<file path="config.mk">
export PLATFORM = sky130hd
export DESIGN_NAME = snake_engine_flat
export DESIGN_NICKNAME = d
export VERILOG_FILES = /design/src/rtl/snake_engine_if.sv /design/src/rtl/snake_engine.sv /design/src/flat_wrapper.sv
export SDC_FILE = /design/constraint.sdc
export NUM_CORES = 1
export LEC_CHECK = 0
export ABC_AREA = 1
export CAP_MARGIN = 20
export CORE_UTILIZATION = 60
export DETAILED_ROUTE_END_ITERATION = 6
export PLACE_DENSITY = 0.77
export SLEW_MARGIN = 20
export SYNTH_ARGS = -nofsm -noshare
export SYNTH_HDL_FRONTEND = slang
export SYNTH_SLANG_ARGS = --single-unit
</file>
<file path="constraint.sdc">
create_clock -name clk -period 5.1 [get_ports clk]
set_input_delay 0.51 -clock clk [delete_from_list [all_inputs] [get_ports clk]]
set_output_delay 0.51 -clock clk [all_outputs]
set_load 0.02 [all_outputs]
</file>
<file path="src/rtl/snake_engine_if.sv">
// snake_engine_if: control, status and segment read port of the engine.
// master = button/tick/render side, slave = engine.
interface snake_engine_if #(
    parameter int X_W     = 4,
    parameter int Y_W     = 4,
    parameter int MAX_LEN = 32
);
    localparam int IW = $clog2(MAX_LEN);

    logic           restart;
    logic           step;
    logic           btnUp;
    logic           btnDown;
    logic           btnLeft;
    logic           btnRight;
    logic [X_W-1:0] foodX;
    logic [Y_W-1:0] foodY;
    logic [IW-1:0]  seg_idx;
    logic [X_W-1:0] seg_x;
    logic [Y_W-1:0] seg_y;
    logic           seg_valid;
    logic [X_W-1:0] head_x;
    logic [Y_W-1:0] head_y;
    logic [IW:0]    length;
    logic           alive;
    logic           ate;
    logic           busy;

    modport master (
        output restart, step,
        output btnUp, btnDown, btnLeft, btnRight,
        output foodX, foodY, seg_idx,
        input  seg_x, seg_y, seg_valid,
        input  head_x, head_y, length,
        input  alive, ate, busy
    );

    modport slave (
        input  restart, step,
        input  btnUp, btnDown, btnLeft, btnRight,
        input  foodX, foodY, seg_idx,
        output seg_x, seg_y, seg_valid,
        output head_x, head_y, length,
        output alive, ate, busy
    );
endinterface

</file>
<file path="src/rtl/snake_engine.sv">
// snake_engine: snake state, ring-buffer body and move sequencing.
// A move runs CALC -> SCAN (self-collision) -> COMMIT, one segment per cycle.
module snake_engine #(
    parameter int X_W      = 4,
    parameter int Y_W      = 4,
    parameter int GRID_W   = 16,
    parameter int GRID_H   = 8,
    parameter int MAX_LEN  = 32,
    parameter int INIT_LEN = 3,
    parameter int START_X  = 4,
    parameter int START_Y  = 3,
    parameter int WRAP     = 1
) (
    input logic clk,
    input logic reset,
    snake_engine_if.slave bus
);
    localparam int IW = $clog2(MAX_LEN);
    localparam int LW = IW + 1;

    typedef logic [X_W+Y_W-1:0] cellT;

    typedef enum logic [2:0] {
        INIT, IDLE, CALC, SCAN, COMMIT, DEAD
    } stateT;

    typedef enum logic [1:0] {
        UP, DOWN, LEFT, RIGHT
    } dirT;

    stateT state, stateNext;
    cellT mem [MAX_LEN];

    logic [IW-1:0]  headPtr, initCnt, scanIdx;
    logic [IW-1:0]  wrPtr, rdPtr;
    logic [LW-1:0]  len, scanN;
    logic [X_W-1:0] headX, nextX, segX;
    logic [Y_W-1:0] headY, nextY, segY;
    cellT           nextCell, scanCell;
    logic           grow, ateR, alive, segValid;
    logic           wallHit, hitFood, busy;
    logic           initLast, lastScan, scanHit;
    logic           reqValid;
    dirT            curDir, pendDir, moveDir;
    dirT            refDir, reqDir;

    assign wrPtr    = headPtr - IW'(1);
    assign rdPtr    = headPtr + bus.seg_idx;
    assign scanCell = mem[headPtr + scanIdx];
    assign scanHit  = scanCell == nextCell;
    assign lastScan = (LW'(scanIdx) + LW'(1)) >= scanN;
    assign initLast = initCnt == IW'(INIT_LEN - 1);
    assign hitFood  = {nextX, nextY} == {bus.foodX, bus.foodY};

    // While a move is in flight, legality is judged against the move's dir
    assign refDir = (state == SCAN || state == COMMIT) ? moveDir : curDir;

    // Highest-priority button that does not reverse the snake
    always_comb begin
        reqValid = 1'b0;
        reqDir   = pendDir;
        if (bus.btnUp && refDir != DOWN) begin
            reqValid = 1'b1;
            reqDir   = UP;
        end else if (bus.btnDown && refDir != UP) begin
            reqValid = 1'b1;
            reqDir   = DOWN;
        end else if (bus.btnLeft && refDir != RIGHT) begin
            reqValid = 1'b1;
            reqDir   = LEFT;
        end else if (bus.btnRight && refDir != LEFT) begin
            reqValid = 1'b1;
            reqDir   = RIGHT;
        end
    end

    // Candidate head one cell along the pending dir, with edge wrap
    always_comb begin
        nextX   = headX;
        nextY   = headY;
        wallHit = 1'b0;
        unique case (pendDir)
            UP: begin
                if (headY == '0) begin
                    nextY   = Y_W'(GRID_H - 1);
                    wallHit = 1'b1;
                end else begin
                    nextY = headY - Y_W'(1);
                end
            end
            DOWN: begin
                if (headY == Y_W'(GRID_H - 1)) begin
                    nextY   = '0;
                    wallHit = 1'b1;
                end else begin
                    nextY = headY + Y_W'(1);
                end
            end
            LEFT: begin
                if (headX == '0) begin
                    nextX   = X_W'(GRID_W - 1);
                    wallHit = 1'b1;
                end else begin
                    nextX = headX - X_W'(1);
                end
            end
            default: begin
                if (headX == X_W'(GRID_W - 1)) begin
                    nextX   = '0;
                    wallHit = 1'b1;
                end else begin
                    nextX = headX + X_W'(1);
                end
            end
        endcase
    end

    // State register
    always_ff @(posedge clk or negedge reset) begin
        if (!reset) state <= INIT;
        else        state <= stateNext;
    end

    // Next state and busy; restart overrides everything
    always_comb begin
        stateNext = state;
        busy      = state != IDLE;
        if (bus.restart) begin
            stateNext = INIT;
        end else begin
            unique case (state)
                INIT:   if (initLast) stateNext = IDLE;
                IDLE:   if (bus.step) stateNext = CALC;
                CALC: begin
                    if (wallHit && WRAP == 0) stateNext = DEAD;
                    else                      stateNext = SCAN;
                end
                SCAN: begin
                    if (scanHit)       stateNext = DEAD;
                    else if (lastScan) stateNext = COMMIT;
                end
                COMMIT: stateNext = IDLE;
                default: stateNext = state;
            endcase
        end
    end

    // Game state: head, length, direction, scan bookkeeping
    always_ff @(posedge clk or negedge reset) begin
        if (!reset) begin
            initCnt  <= '0;
            headPtr  <= '0;
            headX    <= X_W'(START_X);
            headY    <= Y_W'(START_Y);
            len      <= '0;
            alive    <= 1'b1;
            ateR     <= 1'b0;
            curDir   <= RIGHT;
            pendDir  <= RIGHT;
            moveDir  <= RIGHT;
            scanIdx  <= '0;
            scanN    <= '0;
            nextCell <= '0;
            grow     <= 1'b0;
        end else if (bus.restart) begin
            initCnt <= '0;
            headPtr <= '0;
            headX   <= X_W'(START_X);
            headY   <= Y_W'(START_Y);
            len     <= '0;
            alive   <= 1'b1;
            ateR    <= 1'b0;
            curDir  <= RIGHT;
            pendDir <= RIGHT;
        end else begin
            ateR <= 1'b0;
            if (state != DEAD && reqValid) pendDir <= reqDir;
            unique case (state)
                INIT: begin
                    headPtr <= '0;
                    initCnt <= initLast ? '0 : initCnt + IW'(1);
                    if (initLast) len <= LW'(INIT_LEN);
                end
                CALC: begin
                    nextCell <= {nextX, nextY};
                    grow     <= hitFood;
                    scanN    <= hitFood ? len : len - LW'(1);
                    scanIdx  <= '0;
                    moveDir  <= pendDir;
                    if (wallHit && WRAP == 0) alive <= 1'b0;
                end
                SCAN: begin
                    scanIdx <= scanIdx + IW'(1);
                    if (scanHit) alive <= 1'b0;
                end
                COMMIT: begin
                    headPtr        <= wrPtr;
                    {headX, headY} <= nextCell;
                    curDir         <= moveDir;
                    ateR           <= grow;
                    if (grow && len < LW'(MAX_LEN)) len <= len + LW'(1);
                end
                default: ;
            endcase
        end
    end

    // Body buffer writes: initial body, then each committed head
    always_ff @(posedge clk) begin
        if (!bus.restart) begin
            if (state == INIT)
                mem[initCnt] <= {X_W'(START_X) - X_W'(initCnt),
                                 Y_W'(START_Y)};
            else if (state == COMMIT)
                mem[wrPtr] <= nextCell;
        end
    end

    // Registered segment read; sees the buffer before same-edge writes
    always_ff @(posedge clk or negedge reset) begin
        if (!reset) begin
            segX     <= '0;
            segY     <= '0;
            segValid <= 1'b0;
        end else begin
            {segX, segY} <= mem[rdPtr];
            segValid     <= LW'(bus.seg_idx) < len;
        end
    end

    assign bus.seg_x     = segX;
    assign bus.seg_y     = segY;
    assign bus.seg_valid = segValid;
    assign bus.head_x    = headX;
    assign bus.head_y    = headY;
    assign bus.length    = len;
    assign bus.alive     = alive;
    assign bus.ate       = ateR;
    assign bus.busy      = busy;
endmodule

</file>
<file path="src/flat_wrapper.sv">
// flat-port wrapper written by rule: the top's interface ports become plain ports
module snake_engine_flat 
#(
    parameter int X_W      = 4,
    parameter int Y_W      = 4,
    parameter int GRID_W   = 16,
    parameter int GRID_H   = 8,
    parameter int MAX_LEN  = 32,
    parameter int INIT_LEN = 3,
    parameter int START_X  = 4,
    parameter int START_Y  = 3,
    parameter int WRAP     = 1
)
  (clk, reset, bus_restart, bus_step, bus_btnUp, bus_btnDown, bus_btnLeft, bus_btnRight, bus_foodX, bus_foodY, bus_seg_idx, bus_seg_x, bus_seg_y, bus_seg_valid, bus_head_x, bus_head_y, bus_length, bus_alive, bus_ate, bus_busy);
  snake_engine_if #(.X_W(X_W), .Y_W(Y_W), .MAX_LEN(MAX_LEN)) bus_i ();
  input logic clk;
  input logic reset;
  input wire logic [$bits(bus_i.restart)-1:0] bus_restart;
  input wire logic [$bits(bus_i.step)-1:0] bus_step;
  input wire logic [$bits(bus_i.btnUp)-1:0] bus_btnUp;
  input wire logic [$bits(bus_i.btnDown)-1:0] bus_btnDown;
  input wire logic [$bits(bus_i.btnLeft)-1:0] bus_btnLeft;
  input wire logic [$bits(bus_i.btnRight)-1:0] bus_btnRight;
  input wire logic [$bits(bus_i.foodX)-1:0] bus_foodX;
  input wire logic [$bits(bus_i.foodY)-1:0] bus_foodY;
  input wire logic [$bits(bus_i.seg_idx)-1:0] bus_seg_idx;
  output wire logic [$bits(bus_i.seg_x)-1:0] bus_seg_x;
  output wire logic [$bits(bus_i.seg_y)-1:0] bus_seg_y;
  output wire logic [$bits(bus_i.seg_valid)-1:0] bus_seg_valid;
  output wire logic [$bits(bus_i.head_x)-1:0] bus_head_x;
  output wire logic [$bits(bus_i.head_y)-1:0] bus_head_y;
  output wire logic [$bits(bus_i.length)-1:0] bus_length;
  output wire logic [$bits(bus_i.alive)-1:0] bus_alive;
  output wire logic [$bits(bus_i.ate)-1:0] bus_ate;
  output wire logic [$bits(bus_i.busy)-1:0] bus_busy;
  assign bus_i.restart = bus_restart;
  assign bus_i.step = bus_step;
  assign bus_i.btnUp = bus_btnUp;
  assign bus_i.btnDown = bus_btnDown;
  assign bus_i.btnLeft = bus_btnLeft;
  assign bus_i.btnRight = bus_btnRight;
  assign bus_i.foodX = bus_foodX;
  assign bus_i.foodY = bus_foodY;
  assign bus_i.seg_idx = bus_seg_idx;
  assign bus_seg_x = bus_i.seg_x;
  assign bus_seg_y = bus_i.seg_y;
  assign bus_seg_valid = bus_i.seg_valid;
  assign bus_head_x = bus_i.head_x;
  assign bus_head_y = bus_i.head_y;
  assign bus_length = bus_i.length;
  assign bus_alive = bus_i.alive;
  assign bus_ate = bus_i.ate;
  assign bus_busy = bus_i.busy;
  snake_engine #(.X_W(X_W), .Y_W(Y_W), .GRID_W(GRID_W), .GRID_H(GRID_H), .MAX_LEN(MAX_LEN), .INIT_LEN(INIT_LEN), .START_X(START_X), .START_Y(START_Y), .WRAP(WRAP)) u_core (.clk(clk), .reset(reset), .bus(bus_i));
endmodule
</file>
==> results of run 1 <==
==> synth_stat cells, drive strengths merged, types with 3 or more instances <==
master / number / area share
a21oi: 45 / 0.013
a22oi: 3 / 0.0013
a31oi: 4 / 0.0015
buf: 51 / 0.018
clkbuf: 56 / 0.012
clkinv: 3 / 0.00066
dfrtp: 54 / 0.079
dfstp: 10 / 0.015
edfxtp: 256 / 0.45
ha: 29 / 0.021
inv: 154 / 0.034
mux2: 17 / 0.011
nand2: 508 / 0.11
nand3: 226 / 0.066
nand4: 3 / 0.0011
nor2: 201 / 0.045
nor3: 6 / 0.0021
o211ai: 25 / 0.011
o21ai: 191 / 0.056
o221ai: 3 / 0.0015
o22ai: 61 / 0.022
o31ai: 7 / 0.0031
xnor2: 11 / 0.0056
xor2: 15 / 0.0081
==> cell usage in the layout (no fill, tap or decap), types with 3 or more instances in the layout <==
master / synthesis / layout
sky130_fd_sc_hd__ha_1: 29 / 27
sky130_fd_sc_hd__buf_12: 0 / 3
sky130_fd_sc_hd__o211ai_1: 25 / 25
sky130_fd_sc_hd__dfstp_2: 10 / 10
sky130_fd_sc_hd__nand2_1: 503 / 503
sky130_fd_sc_hd__o21ai_2: 2 / 4
sky130_fd_sc_hd__o21ai_1: 14 / 14
sky130_fd_sc_hd__dfrtp_1: 54 / 54
sky130_fd_sc_hd__a31oi_1: 4 / 4
sky130_fd_sc_hd__clkdlybuf4s50_1: 0 / 45
sky130_fd_sc_hd__o31ai_1: 7 / 7
sky130_fd_sc_hd__nor2_1: 200 / 198
sky130_fd_sc_hd__inv_2: 10 / 8
sky130_fd_sc_hd__clkbuf_1: 56 / 9
sky130_fd_sc_hd__o22ai_1: 61 / 61
sky130_fd_sc_hd__a22oi_1: 3 / 3
sky130_fd_sc_hd__o221ai_1: 3 / 3
sky130_fd_sc_hd__nand2_2: 5 / 5
sky130_fd_sc_hd__a21oi_1: 45 / 44
sky130_fd_sc_hd__mux2_2: 17 / 17
sky130_fd_sc_hd__inv_1: 144 / 143
sky130_fd_sc_hd__nand4_1: 3 / 3
sky130_fd_sc_hd__clkbuf_16: 0 / 35
sky130_fd_sc_hd__edfxtp_1: 256 / 256
sky130_fd_sc_hd__clkinv_2: 0 / 7
sky130_fd_sc_hd__xor2_1: 14 / 13
sky130_fd_sc_hd__nand3_1: 226 / 226
sky130_fd_sc_hd__clkbuf_8: 0 / 4
sky130_fd_sc_hd__nor3_1: 5 / 5
sky130_fd_sc_hd__buf_4: 2 / 19
sky130_fd_sc_hd__xnor2_1: 11 / 11
sky130_fd_sc_hd__o21ai_0: 175 / 172
sky130_fd_sc_hd__clkinv_1: 3 / 6
sky130_fd_sc_hd__bufinv_16: 0 / 3
==> flip-flops by register name (all words and copies together) (netlist names), 2 cells and up <==
name               count
u_core.bus.seg_x       4
u_core.pendDir         2
u_core.bus.head_x      4
u_core.scanIdx         5
u_core.bus.seg_y       4
u_core.mem           256
u_core.bus.head_y      4
u_core.state           3
u_core.nextCell        8
u_core.bus.length      6
u_core.scanN           6
u_core.headPtr         5
u_core.curDir          2
u_core.moveDir         2
u_core.initCnt         5
==> area by class of cell <==
class | count | area, um2 | area share
sequential | 320 | 9300 | 0.493
multi-input combinational | 1368 | 6740 | 0.357
clock buffer | 49 | 972 | 0.0515
timing repair buffer | 68 | 658 | 0.0349
inverter | 157 | 593 | 0.0314
tap | 378 | 473 | 0.0250
clock inverter | 12 | 139 | 0.00736
==> how the worst max path moves through the flow <==
stage                            startpoint               end
after floorplan             u_core.state[1]  u_core.mem[0][4]
after global placement    u_core.scanIdx[0]   u_core.state[0]
after detailed placement  u_core.scanIdx[0]   u_core.state[0]
after CTS                 u_core.scanIdx[0]   u_core.state[0]
after global routing      u_core.scanIdx[0]   u_core.state[1]
final                     u_core.scanIdx[0]   u_core.state[0]
==> metrics by stage <==
step	power, W	std cells
after global routing	0.00990	2352
after global placement	0.00679	2291
final	0.00949	2352
after floorplan	0.00573	1952
after detailed placement	0.00689	2291
after CTS	0.00936	2352
==> report_power, final <==
group | switching, W | total, W | internal (W)
clock network | 0.00101 | 0.00249 | 0.00148
registers | 0.000185 | 0.00335 | 0.00317
logic | 0.00260 | 0.00365 | 0.00105
total | 0.00380 | 0.00949 | 0.00570
==> logic make-up (layout without fill, tap and decap cells) <==
kind of cell    count (synthesis)  count (layout)  synth area share
flops                         320             320             0.545
fa+ha+maj                      31              31            0.0236
mux                            17              17            0.0112
xor+xnor                       26              26            0.0138
buf+inv                       264             286            0.0647
simple gates                  947             947             0.228
compound gates                347             347             0.114
==> per-layer routing <==
layer | vias to the layer above | GRT usage | wire length [um]
li1 | 6651 | - | -
met1 | 7033 | 0.492 | 19400
met2 | 1075 | 0.533 | 22900
met3 | 162 | 0.0641 | 6320
met4 | 2 | 0.160 | 1940
met5 | - | 0 | 13
==> implementation parameters, run 1 <==
Parameter                              Value

Run status
  Result of the run ... complete, no violations

Setup path
  Critical path start-end classification ... reg2reg
  Reg2Reg Launch Point ... u_core.scanIdx[0]
  Slowest stage cell, crit path ... sky130_fd_sc_hd__buf_4
  Most frequent cell on the critical path ... sky130_fd_sc_hd__nand2_1
  Delay contributed by the slowest stage of the critical path ... around 700 ps
  Reg-to-reg setup timing slack ... 1080 ps
  Crit path DAT ... 4440 ps
  Depth of the worst register-to-register path ... 20
  Required @ worst endpoint ... between 5000 and 6000 ps
  Cell breakdown of the critical path ... ha_4 -> inv_1 -> fa_2 -> clkinv_2 -> buf_4 -> nand3_1 -> nand2_1 -> nand2_1 -> nand3_1 -> nand3_1 -> nand2_1 -> nand2_1 -> nand2_1 -> nand2_1 -> nor2_1 -> nand2_1 -> nand2_1 -> nand2_2 -> nand2_1 -> o21ai_1
  CP Max Fanout ... 72
  WP buf/inv ... 3
  Startpoint kind of the worst setup timing path ... flip-flop
  Logic depth of the worst setup path including buffers ... 20
  Crit. End Element ... flip-flop
  Worst reg2reg endpoint ... u_core.state[0]
  Delay-heaviest family, CP ... simple AND/OR/NAND/NOR gates

Drt
  # DRC ... 0
  Drt total wl ... 50.6 mm
  Via total after detailed routing ... 14900
  Via density ... 6.34
  DRT antenna net count ... 0
  First DRT Iteration DRCs ... 2374
  Routed wire length per instance ... around 22 um
  Pre-Repair DR Iteration Count ... 6

Synthesis
  Most frequently used flop master after synthesis ... sky130_fd_sc_hd__edfxtp_1
  Synthesized instance count ... slightly below 2000
  Number of synthesized flops with an enable pin ... 256
  Number of flip-flops and latches in the synthesized netlist ... 320
  Proportion of register bits with asynchronous set or reset after synthesis ... 0.200
  Post-synthesis instance area ... around 17000 um2
  Share of synthesized area occupied by flip-flops and latches ... 0.545
  Syn Nets ... 2004
  Distinct cell type count after synthesis ... 43
  Number of warning messages in the yosys log ... 0
  Avg Inst Size Synth ... 8.75 um2

STA
  Worst slew pin tran ... 1060 ps
  Final Setup Violations ... 0
  Post-route worst hold slack ... between 150 and 200 ps
  Setup repair after global routing missed its margin ... false
  Max Transition Viols Final ... 0
  Time the worst path needs with I/O delays and setup ... about 4000 ps
  Maximum clock skew at final layout ... 19.9 ps
  Accumulated negative setup slack ... 0 ps
  Achievable clock frequency ... 0.248 GHz
  Slew HR ... 0.289
  Share of the clock period used by the worst path after layout ... 0.789
  Final count of hold timing violations ... 0
  Final WS setup ... 1080 ps

Die
  Num rows ... 61
  Die X-Extent ... 171 um
  Die height ... 171 um
  Boundary pin count ... 47
  Core Area ... 27900 um2
  Initial standard-cell utilization of the core ... 0.613
  Die Footprint ... 29100 um2

GRT
  Leftover overflow at the end of global routing ... 0
  Wire length of the first global-routing pass ... 76.6 mm
  Largest net degree at the start of global routing ... 114
  Antenna violations before repair ... 1
  Number of global-route vias before repair ... 13800
  Global Route Usage Sum ... 0.351

Cells and area
  Utilization after layout ... 0.678
  Final design area excluding fillers ... 18900 um2
  Proportion of layout cells with a drive suffix above 1 ... 0.0664
  Area delta synth->final ... 10.6%
  Total number of nets in the final design ... 2001
  Fillcell total ... roughly 2100
  Diode count ... 0

CTS
  Worst-skew pair later-pin latency ... 530 ps
  Number of hold-repair buffers added at the cts stage ... 0
  Total clock buffers created by CTS ... 34
  CTS tree ... built
  Post-CTS Setup Inserts ... 0
  Longest Clk Path Bufs ... 3
  Clock-pin slew on the worst setup and hold paths ... around 60 ps
  CTS root buf ... sky130_fd_sc_hd__clkbuf_16
  CTS H-tree lvls ... 2
  Clock Sink Count ... 320
  Post-CTS sizing ... 0

Place
  # port buffers ... 46
  Total cell area at the placement stage ... ~18000 um2
  Routability-driven placement congestion ratio ... approximately 0.90
  Detailed placer's ending HPWL ... 30.7 mm
  Post-place setup slack ... 1350 ps

Hold path
  Hold/Removal Path Class ... in2async

Pwr
  Pwr per Cell Area ... between 500 and 600 nW/um2
  IR Drop Worst-Case VDD ... roughly 0.43 mV
  Leakage power summed over all cells ... around 7.6 nW

Job
  Max-capacitance violation count ... 0
Power figures use the tool's default switching activity.
==> run 2: changes to the inputs <==
--- a/config.mk
+++ b/config.mk
@@ -7,9 +7,9 @@
 export LEC_CHECK = 0
 export ABC_AREA = 1
 export CAP_MARGIN = 20
-export CORE_UTILIZATION = 60
+export CORE_UTILIZATION = 56
 export DETAILED_ROUTE_END_ITERATION = 6
-export PLACE_DENSITY = 0.77
+export PLACE_DENSITY = 0.75
 export SLEW_MARGIN = 20
 export SYNTH_ARGS = -nofsm -noshare
 export SYNTH_HDL_FRONTEND = slang
==> constraint.sdc (replaced) <==
create_clock -name clk -period 3.5 [get_ports clk]
set_input_delay 0.35 -clock clk [delete_from_list [all_inputs] [get_ports clk]]
set_output_delay 0.35 -clock clk [all_outputs]
set_load 0.02 [all_outputs]
==> implementation parameters, run 2 (synthesized netlist as in run 1, its figures left out) <==
Parameter                              Value

CTS
  CTS H-tree lvls ... 2 (unchanged)
  Total clock buffers created by CTS ... 36 (was 34)
  Clock-pin slew on the worst setup and hold paths ... 60 ps (about the same)
  CTS root buf ... sky130_fd_sc_hd__clkbuf_16 (unchanged)
  Worst-skew pair later-pin latency ... 530 ps (about the same)
  Longest Clk Path Bufs ... 3 (unchanged)
  Clock Sink Count ... 320 (unchanged)
  CTS tree ... built (unchanged)

Cells and area
  Max FFs per register ... 256 (unchanged)
  Area delta synth->final ... 14.5% (was 10.6%)
  Fillcell total ... 2371 (was 2140)
  Most flop-heavy register ... u_core.mem (unchanged)
  Total number of nets in the final design ... 2052 (was 2001)
  Top flop regs ... u_core.mem x256, u_core.nextCell x8 (unchanged)
  Leading cell type in the layout, fill and taps excluded ... sky130_fd_sc_hd__nand2_1 (unchanged)
  Diode count ... 0 (unchanged)
  Proportion of layout cells with a drive suffix above 1 ... 0.0917 (was 0.0664)
  Most frequent cells in the layout ... sky130_fd_sc_hd__nand2_1 (503), sky130_fd_sc_hd__edfxtp_1 (256), sky130_fd_sc_hd__nand3_1 (226), sky130_fd_sc_hd__nor2_1 (198), sky130_fd_sc_hd__o21ai_0 (172) (unchanged)

STA
  Final Setup Violations ... 0 (unchanged)
  Final count of hold timing violations ... 0 (unchanged)
  Accumulated negative setup slack ... 0 ps (unchanged)
  Worst slew pin tran ... 888 ps (was 1060 ps)
  Time the worst path needs with I/O delays and setup ... 3240 ps (was 4020 ps)
  Achievable clock frequency ... 0.308 GHz (was 0.248 GHz)
  Setup repair after global routing missed its margin ... false (unchanged)
  Share of the clock period used by the worst path after layout ... 0.927 (was 0.789)
  Max Transition Viols Final ... 0 (unchanged)
  Slew HR ... 0.406 (was 0.289)
  Maximum clock skew at final layout ... 12.4 ps (was 19.9 ps)

Drt
  # DRC ... 1 (was 0)
  Drt total wl ... 51.9 mm (was 50.6 mm)
  DRT antenna net count ... 0 (unchanged)
  First DRT Iteration DRCs ... 2022 (was 2374)
  Pre-Repair DR Iteration Count ... 7 (was 6)
  Via total after detailed routing ... 15000 (was 14900)
  Via density ... 6.21 (was 6.34)
  Routed wire length per instance ... 21.5 um (about the same)

Setup path
  Cell breakdown of the critical path ... nor2_1 -> inv_2 -> nor2_1 -> inv_2 -> nor2_4 -> inv_2 -> a21oi_1 -> o21ai_1 -> o21ai_0 -> inv_2 -> nor2_1 -> nand2_1 -> nor2_1 (was ha_4 -> inv_1 -> fa_2 -> clkinv_2 -> buf_4 -> nand3_1 -> nand2_1 -> nand2_1 -> nand3_1 -> nand3_1 -> nand2_1 -> nand2_1 -> nand2_1 -> nand2_1 -> nor2_1 -> nand2_1 -> nand2_1 -> nand2_2 -> nand2_1 -> o21ai_1)
  Crit path DAT ... 3390 ps (was 4440 ps)
  Worst reg2reg endpoint ... u_core.mem[20][6] (was u_core.state[0])
  CP Max Fanout ... 12 (was 72)
  Crit. End Element ... flip-flop (unchanged)
  Critical Path Source ... u_core.state[1] (was u_core.scanIdx[0])
  Startpoint kind of the worst setup timing path ... flip-flop (unchanged)
  Slowest stage cell, crit path ... sky130_fd_sc_hd__nor2_1 (was sky130_fd_sc_hd__buf_4)
  WP buf/inv ... 4 (was 3)
  Delay-heaviest family, CP ... simple AND/OR/NAND/NOR gates (unchanged)
  Required @ worst endpoint ... 3650 ps (was 5510 ps)
  Critical path start-end classification ... reg2reg (unchanged)
  Depth of the worst register-to-register path ... 13 (was 20)
  Delay contributed by the slowest stage of the critical path ... 700 ps (about the same)
  Reg-to-reg setup timing slack ... 260 ps (was 1080 ps)
  Logic depth of the worst setup path including buffers ... 13 (was 20)
  Timing endpoint of the critical path ... u_core.mem[20][6] (was u_core.state[0])
  Reg2Reg Launch Point ... u_core.state[1] (was u_core.scanIdx[0])

Place
  Routability-driven placement congestion ratio ... 0.939 (was 0.896)
  Detailed placer's ending HPWL ... 32.9 mm (was 30.7 mm)
  # port buffers ... 46 (unchanged)

Pwr
  Share of power burned in combinational logic ... 0.372 (was 0.384)
  Final Power ... 0.0143 W (was 0.00949 W)
  Switching fraction of total power ... 0.387 (was 0.400)
  Fraction of power consumed by the clock network ... 0.284 (was 0.262)
  IR Drop Worst-Case VDD ... 0.738 mV (was 0.429 mV)
  Leakage power summed over all cells ... 7.97 nW (was 7.59 nW)
  Sw Pwr ... 0.00554 W (was 0.00380 W)
  Part of the power in registers ... 0.344 (was 0.353)
  Internal cell power ... 0.00876 W (was 0.00570 W)
  Pwr per Cell Area ... 732 nW/um2 (was 503 nW/um2)

GRT
  Number of global-route vias before repair ... 14500 (was 13800)
  Global Route Usage Sum ... 0.337 (was 0.351)
  Leftover overflow at the end of global routing ... 0 (unchanged)
  Antenna violations before repair ... 1 (unchanged)
  Wire length of the first global-routing pass ... 79.9 mm (was 76.6 mm)
  Largest net degree at the start of global routing ... 129 (was 114)

Die
  Core Area ... 29800 um2 (was 27900 um2)
  Initial standard-cell utilization of the core ... 0.573 (was 0.613)
  Die height ... 177 um (was 171 um)
  Die Footprint ... 31200 um2 (was 29100 um2)
  Die X-Extent ... 177 um (was 171 um)
  Boundary pin count ... 47 (unchanged)
  Num rows ... 63 (was 61)

Job
  Max-capacitance violation count ... 0 (unchanged)

Hold path
  Hold/Removal Path Class ... in2async (unchanged)

Run status
  Violated checks ... DRC
  Result of the run ... finished with violations (was complete, no violations)
-- run 2: changes by cell type in the layout (fill, tap and decap cells not counted), sizes merged --
cell | previous run | this run
buf | 23 | 71
bufinv | 3 | 6
clkinv | 14 | 17
clkbuf | 49 | 47
clkinvlp | 0 | 1
dlygate4sd3 | 0 | 1
-- run 2: repair_timing --
| action | 4_1_cts | 5_1_grt |
|---|---|---|
| hold buffers | 1 | 0 |
| gates resized for setup | 0 | 1 |
| hold endpoints to repair | 18 | 0 |
| setup endpoints to repair | 0 | 1 |
| setup buffers | 0 | 0 |
-- run 2: worst min path at each step --
stage | startpoint | to
3_5_place_dp | reset | u_core.bus.head_y[3]
4_1_cts | reset | u_core.bus.head_y[3]
3_3_place_gp | reset | u_core.bus.head_y[3]
2_1_floorplan | reset | u_core.bus.ate
6_report | reset | u_core.bus.head_y[2]
5_1_grt | reset | u_core.nextCell[3]
-- run 2: final cells by class --
cell class              instances  area (um2)  share of cell area
flip-flops and latches        320        9300               0.476
inverters                     157         592              0.0303
well taps                     390         488              0.0250
multi-input cells            1368        6740               0.345
clock buffers                  47        1030              0.0525
clock inverters                19         258              0.0132
repair buffers                117        1140              0.0586
-- run 2: per-stage QoR --
| stage | hold slack, ps | cell area, um2 | worst slack [ps] | util | instances |
|---|---|---|---|---|---|
| floorplan | 54.4 | 17100 | 501 | - | 1952 |
| global placement | 416 | 18200 | 364 | 0.612 | 2351 |
| detailed placement | 411 | 18200 | 337 | 0.612 | 2351 |
| CTS | 412 | 19500 | 360 | 0.656 | 2418 |
| global route | 434 | 19500 | 62.0 | 0.656 | 2418 |
| finish | 411 | 19500 | 256 | 0.656 | 2418 |
-- run 2: power groups by stage --
stage	Clock [W]	Sequential, W	Combinational (W)
after floorplan	0	0.00493	0.00342
after global placement	0	0.00497	0.00503
after detailed placement	0	0.00497	0.00514
after CTS	0.00408	0.00491	0.00518
after global routing	0.00421	0.00494	0.00580
final	0.00406	0.00492	0.00532
-- run 2: metal layers --
| layer | wire [um] | GRT usage | up-vias |
|---|---|---|---|
| met5 | 0 | 0 | - |
| met4 | 1670 | 0.132 | 0 |
| met3 | 5810 | 0.0739 | 149 |
| met2 | 24000 | 0.527 | 981 |
| met1 | 20500 | 0.458 | 7112 |
| li1 | - | - | 6764 |
==> run 3: changes to the inputs <==
--- a/config.mk
+++ b/config.mk
@@ -10,6 +10,7 @@
 export CORE_UTILIZATION = 56
 export DETAILED_ROUTE_END_ITERATION = 6
 export PLACE_DENSITY = 0.75
+export RECOVER_POWER = 25
 export SLEW_MARGIN = 20
 export SYNTH_ARGS = -nofsm -noshare
 export SYNTH_HDL_FRONTEND = slang
==> implementation parameters, run 3 (synthesized netlist as in run 1, its figures left out) <==
Parameter                              Value

STA
  Final count of hold timing violations ... 0 (unchanged)
  Accumulated negative setup slack ... 0 ps (unchanged)
  Achievable clock frequency ... 0.308 GHz (about the same)
  Maximum clock skew at final layout ... 14.3 ps (was 12.4 ps)
  Setup repair after global routing missed its margin ... false (unchanged)
  Share of the clock period used by the worst path after layout ... 0.926 (was 0.927)
  Max Transition Viols Final ... 119 (was 0)
  Slew HR ... -0.205 (was 0.406)
  Time the worst path needs with I/O delays and setup ... 3240 ps (about the same)
  Worst slew pin tran ... 1810 ps (was 888 ps)
  Final Setup Violations ... 0 (unchanged)

GRT
  Global Route Usage Sum ... 0.337 (unchanged)
  Leftover overflow at the end of global routing ... 0 (unchanged)
  Number of global-route vias before repair ... 14500 (unchanged)
  Layer with the highest usage ... met2 (unchanged)
  Met1 track utilization from global routing ... 0.458 (unchanged)
  Antenna violations before repair ... 2 (was 1)
  Wire length of the first global-routing pass ... 79.9 mm (unchanged)
  Grt met3 use ... 0.0739 (unchanged)
  Met2 Use GR ... 0.527 (unchanged)
  Largest net degree at the start of global routing ... 129 (unchanged)

Pwr
  Part of the power in registers ... 0.345 (was 0.344)
  Share of power burned in combinational logic ... 0.371 (was 0.372)
  Internal cell power ... 0.00874 W (was 0.00876 W)
  Sw Pwr ... 0.00553 W (was 0.00554 W)
  Leakage power summed over all cells ... 7.98 nW (was 7.97 nW)
  Final Power ... 0.0143 W (about the same)
  Switching fraction of total power ... 0.388 (was 0.387)
  IR Drop Worst-Case VDD ... 0.735 mV (was 0.738 mV)
  Pwr per Cell Area ... 731 nW/um2 (was 732 nW/um2)
  Fraction of power consumed by the clock network ... 0.284 (about the same)

Drt
  Via total after detailed routing ... 15000 (about the same)
  DRT antenna net count ... 0 (unchanged)
  Routed wire length per instance ... 21.5 um (about the same)
  # DRC ... 0 (was 1)
  First DRT Iteration DRCs ... 1974 (was 2022)
  Via density ... 6.22 (was 6.21)
  Drt total wl ... 52.0 mm (was 51.9 mm)
  Pre-Repair DR Iteration Count ... 6 (was 7)

CTS
  Worst-skew pair later-pin latency ... 530 ps (about the same)
  Total clock buffers created by CTS ... 36 (unchanged)
  Post-CTS Setup Inserts ... 0 (unchanged)
  CTS root buf ... sky130_fd_sc_hd__clkbuf_16 (unchanged)
  Clock Sink Count ... 320 (unchanged)
  CTS H-tree lvls ... 2 (unchanged)
  Clock-pin slew on the worst setup and hold paths ... 60 ps (about the same)
  Longest Clk Path Bufs ... 3 (unchanged)
  CTS tree ... built (unchanged)

Die
  Die X-Extent ... 177 um (unchanged)
  Die height ... 177 um (unchanged)
  Core Area ... 29800 um2 (unchanged)
  Num rows ... 63 (unchanged)
  Boundary pin count ... 47 (unchanged)
  Die Footprint ... 31200 um2 (unchanged)
  Initial standard-cell utilization of the core ... 0.573 (unchanged)

Setup path
  Startpoint kind of the worst setup timing path ... flip-flop (unchanged)
  Required @ worst endpoint ... 3640 ps (was 3650 ps)
  Crit. End Element ... flip-flop (unchanged)
  Crit path DAT ... 3390 ps (about the same)
  CP Max Fanout ... 12 (unchanged)
  Critical path start-end classification ... reg2reg (unchanged)

Cells and area
  Top flop regs ... u_core.mem x256, u_core.nextCell x8 (unchanged)
  Register cell area after layout ... 9300 um2 (unchanged)
  Combined area of the multi-input logic cells ... 6740 um2 (unchanged)
  Leading cell type in the layout, fill and taps excluded ... sky130_fd_sc_hd__nand2_1 (unchanged)
  Area delta synth->final ... 14.4% (was 14.5%)
  Final design area excluding fillers ... 19500 um2 (about the same)
  Fillcell total ... 2382 (was 2371)
  Most flop-heavy register ... u_core.mem (unchanged)
  Total number of nets in the final design ... 2052 (unchanged)
  Max FFs per register ... 256 (unchanged)
  Most frequent cells in the layout ... sky130_fd_sc_hd__nand2_1 (503), sky130_fd_sc_hd__edfxtp_1 (256), sky130_fd_sc_hd__nand3_1 (226), sky130_fd_sc_hd__nor2_1 (198), sky130_fd_sc_hd__o21ai_0 (173) (was sky130_fd_sc_hd__nand2_1 (503), sky130_fd_sc_hd__edfxtp_1 (256), sky130_fd_sc_hd__nand3_1 (226), sky130_fd_sc_hd__nor2_1 (198), sky130_fd_sc_hd__o21ai_0 (172))
  Proportion of layout cells with a drive suffix above 1 ... 0.0883 (was 0.0917)

Place
  Total cell area at the placement stage ... 18200 um2 (unchanged)
  Detailed placer's ending HPWL ... 32.9 mm (unchanged)
  Routability-driven placement congestion ratio ... 0.939 (unchanged)
  # port buffers ... 46 (unchanged)

Run status
  Result of the run ... finished with violations (unchanged)
  Violated checks ... capacitance limit, slew limit (was DRC)

Job
  Max-capacitance violation count ... 4 (was 0)

Hold path
  Hold/Removal Path Class ... reg2reg (was in2async)
## run 3: critical path: stages (launching register included)
cell and delay, ps:
sky130_fd_sc_hd__dfrtp_1 460, sky130_fd_sc_hd__nor2_1 240, sky130_fd_sc_hd__inv_2 70, sky130_fd_sc_hd__nor2_1 110
sky130_fd_sc_hd__inv_2 100, sky130_fd_sc_hd__nor2_4 170, sky130_fd_sc_hd__inv_2 140, sky130_fd_sc_hd__a21oi_1 130
sky130_fd_sc_hd__o21ai_1 100, sky130_fd_sc_hd__o21ai_0 340, sky130_fd_sc_hd__inv_2 40, sky130_fd_sc_hd__nor2_1 130
sky130_fd_sc_hd__nand2_1 140, sky130_fd_sc_hd__nor2_1 680
## run 3: power by group through the flow
stage | logic [W] | clock network, W | registers, W
2_1_floorplan | 0.00342 | 0 | 0.00493
3_3_place_gp | 0.00503 | 0 | 0.00497
3_5_place_dp | 0.00514 | 0 | 0.00497
4_1_cts | 0.00518 | 0.00408 | 0.00491
5_1_grt | 0.00578 | 0.00421 | 0.00494
6_report | 0.00529 | 0.00406 | 0.00492
## run 3: cell type report
type | count | share of cell area
well taps | 390 | 0.0250
diodes | 1 | 0.000128
clock inverters | 19 | 0.0132
flip-flops and latches | 320 | 0.476
inverters | 157 | 0.0303
multi-input cells | 1368 | 0.345
clock buffers | 47 | 0.0525
repair buffers | 117 | 0.0574
## run 3: timing repair
action,4_1_cts,5_1_grt
endpoints found under the setup margin,0,1
resized for setup,0,1
endpoints found under the hold margin,18,0
hold buffers,1,0
## run 3: final timing paths
| kind | from | cells after the start | slack, ps | to |
|---|---|---|---|---|
| max in group asynchronous | reset | 3 | 540 | u_core.scanIdx[4] |
| worst min-delay path | u_core.scanN[5] | 2 | 480 | u_core.scanN[5] |
| worst max-delay path | u_core.state[1] | 13 | 260 | u_core.mem[20][6] |
| worst max register to register | u_core.state[1] | 13 | 260 | u_core.mem[20][6] |
| worst min register to register | u_core.scanN[5] | 2 | 480 | u_core.scanN[5] |
| min in group asynchronous | reset | 2 | 790 | u_core.bus.head_y[3] |
## run 3: per-layer routing
layer	share of wire	wire length, um
met1	0.39	20400
met2	0.46	24000
met3	0.11	5800
met4	0.034	1760
met5	0.00025	13
## run 3: stage by stage
stage / util / worst slack [ps] / hold slack, ps / cells
floorplan: - / 501 / 54.4 / 1952
global placement: 0.612 / 364 / 416 / 2351
detailed placement: 0.612 / 337 / 411 / 2351
CTS: 0.656 / 360 / 412 / 2418
global route: 0.655 / 62.0 / 493 / 2418
finish: 0.655 / 258 / 482 / 2419
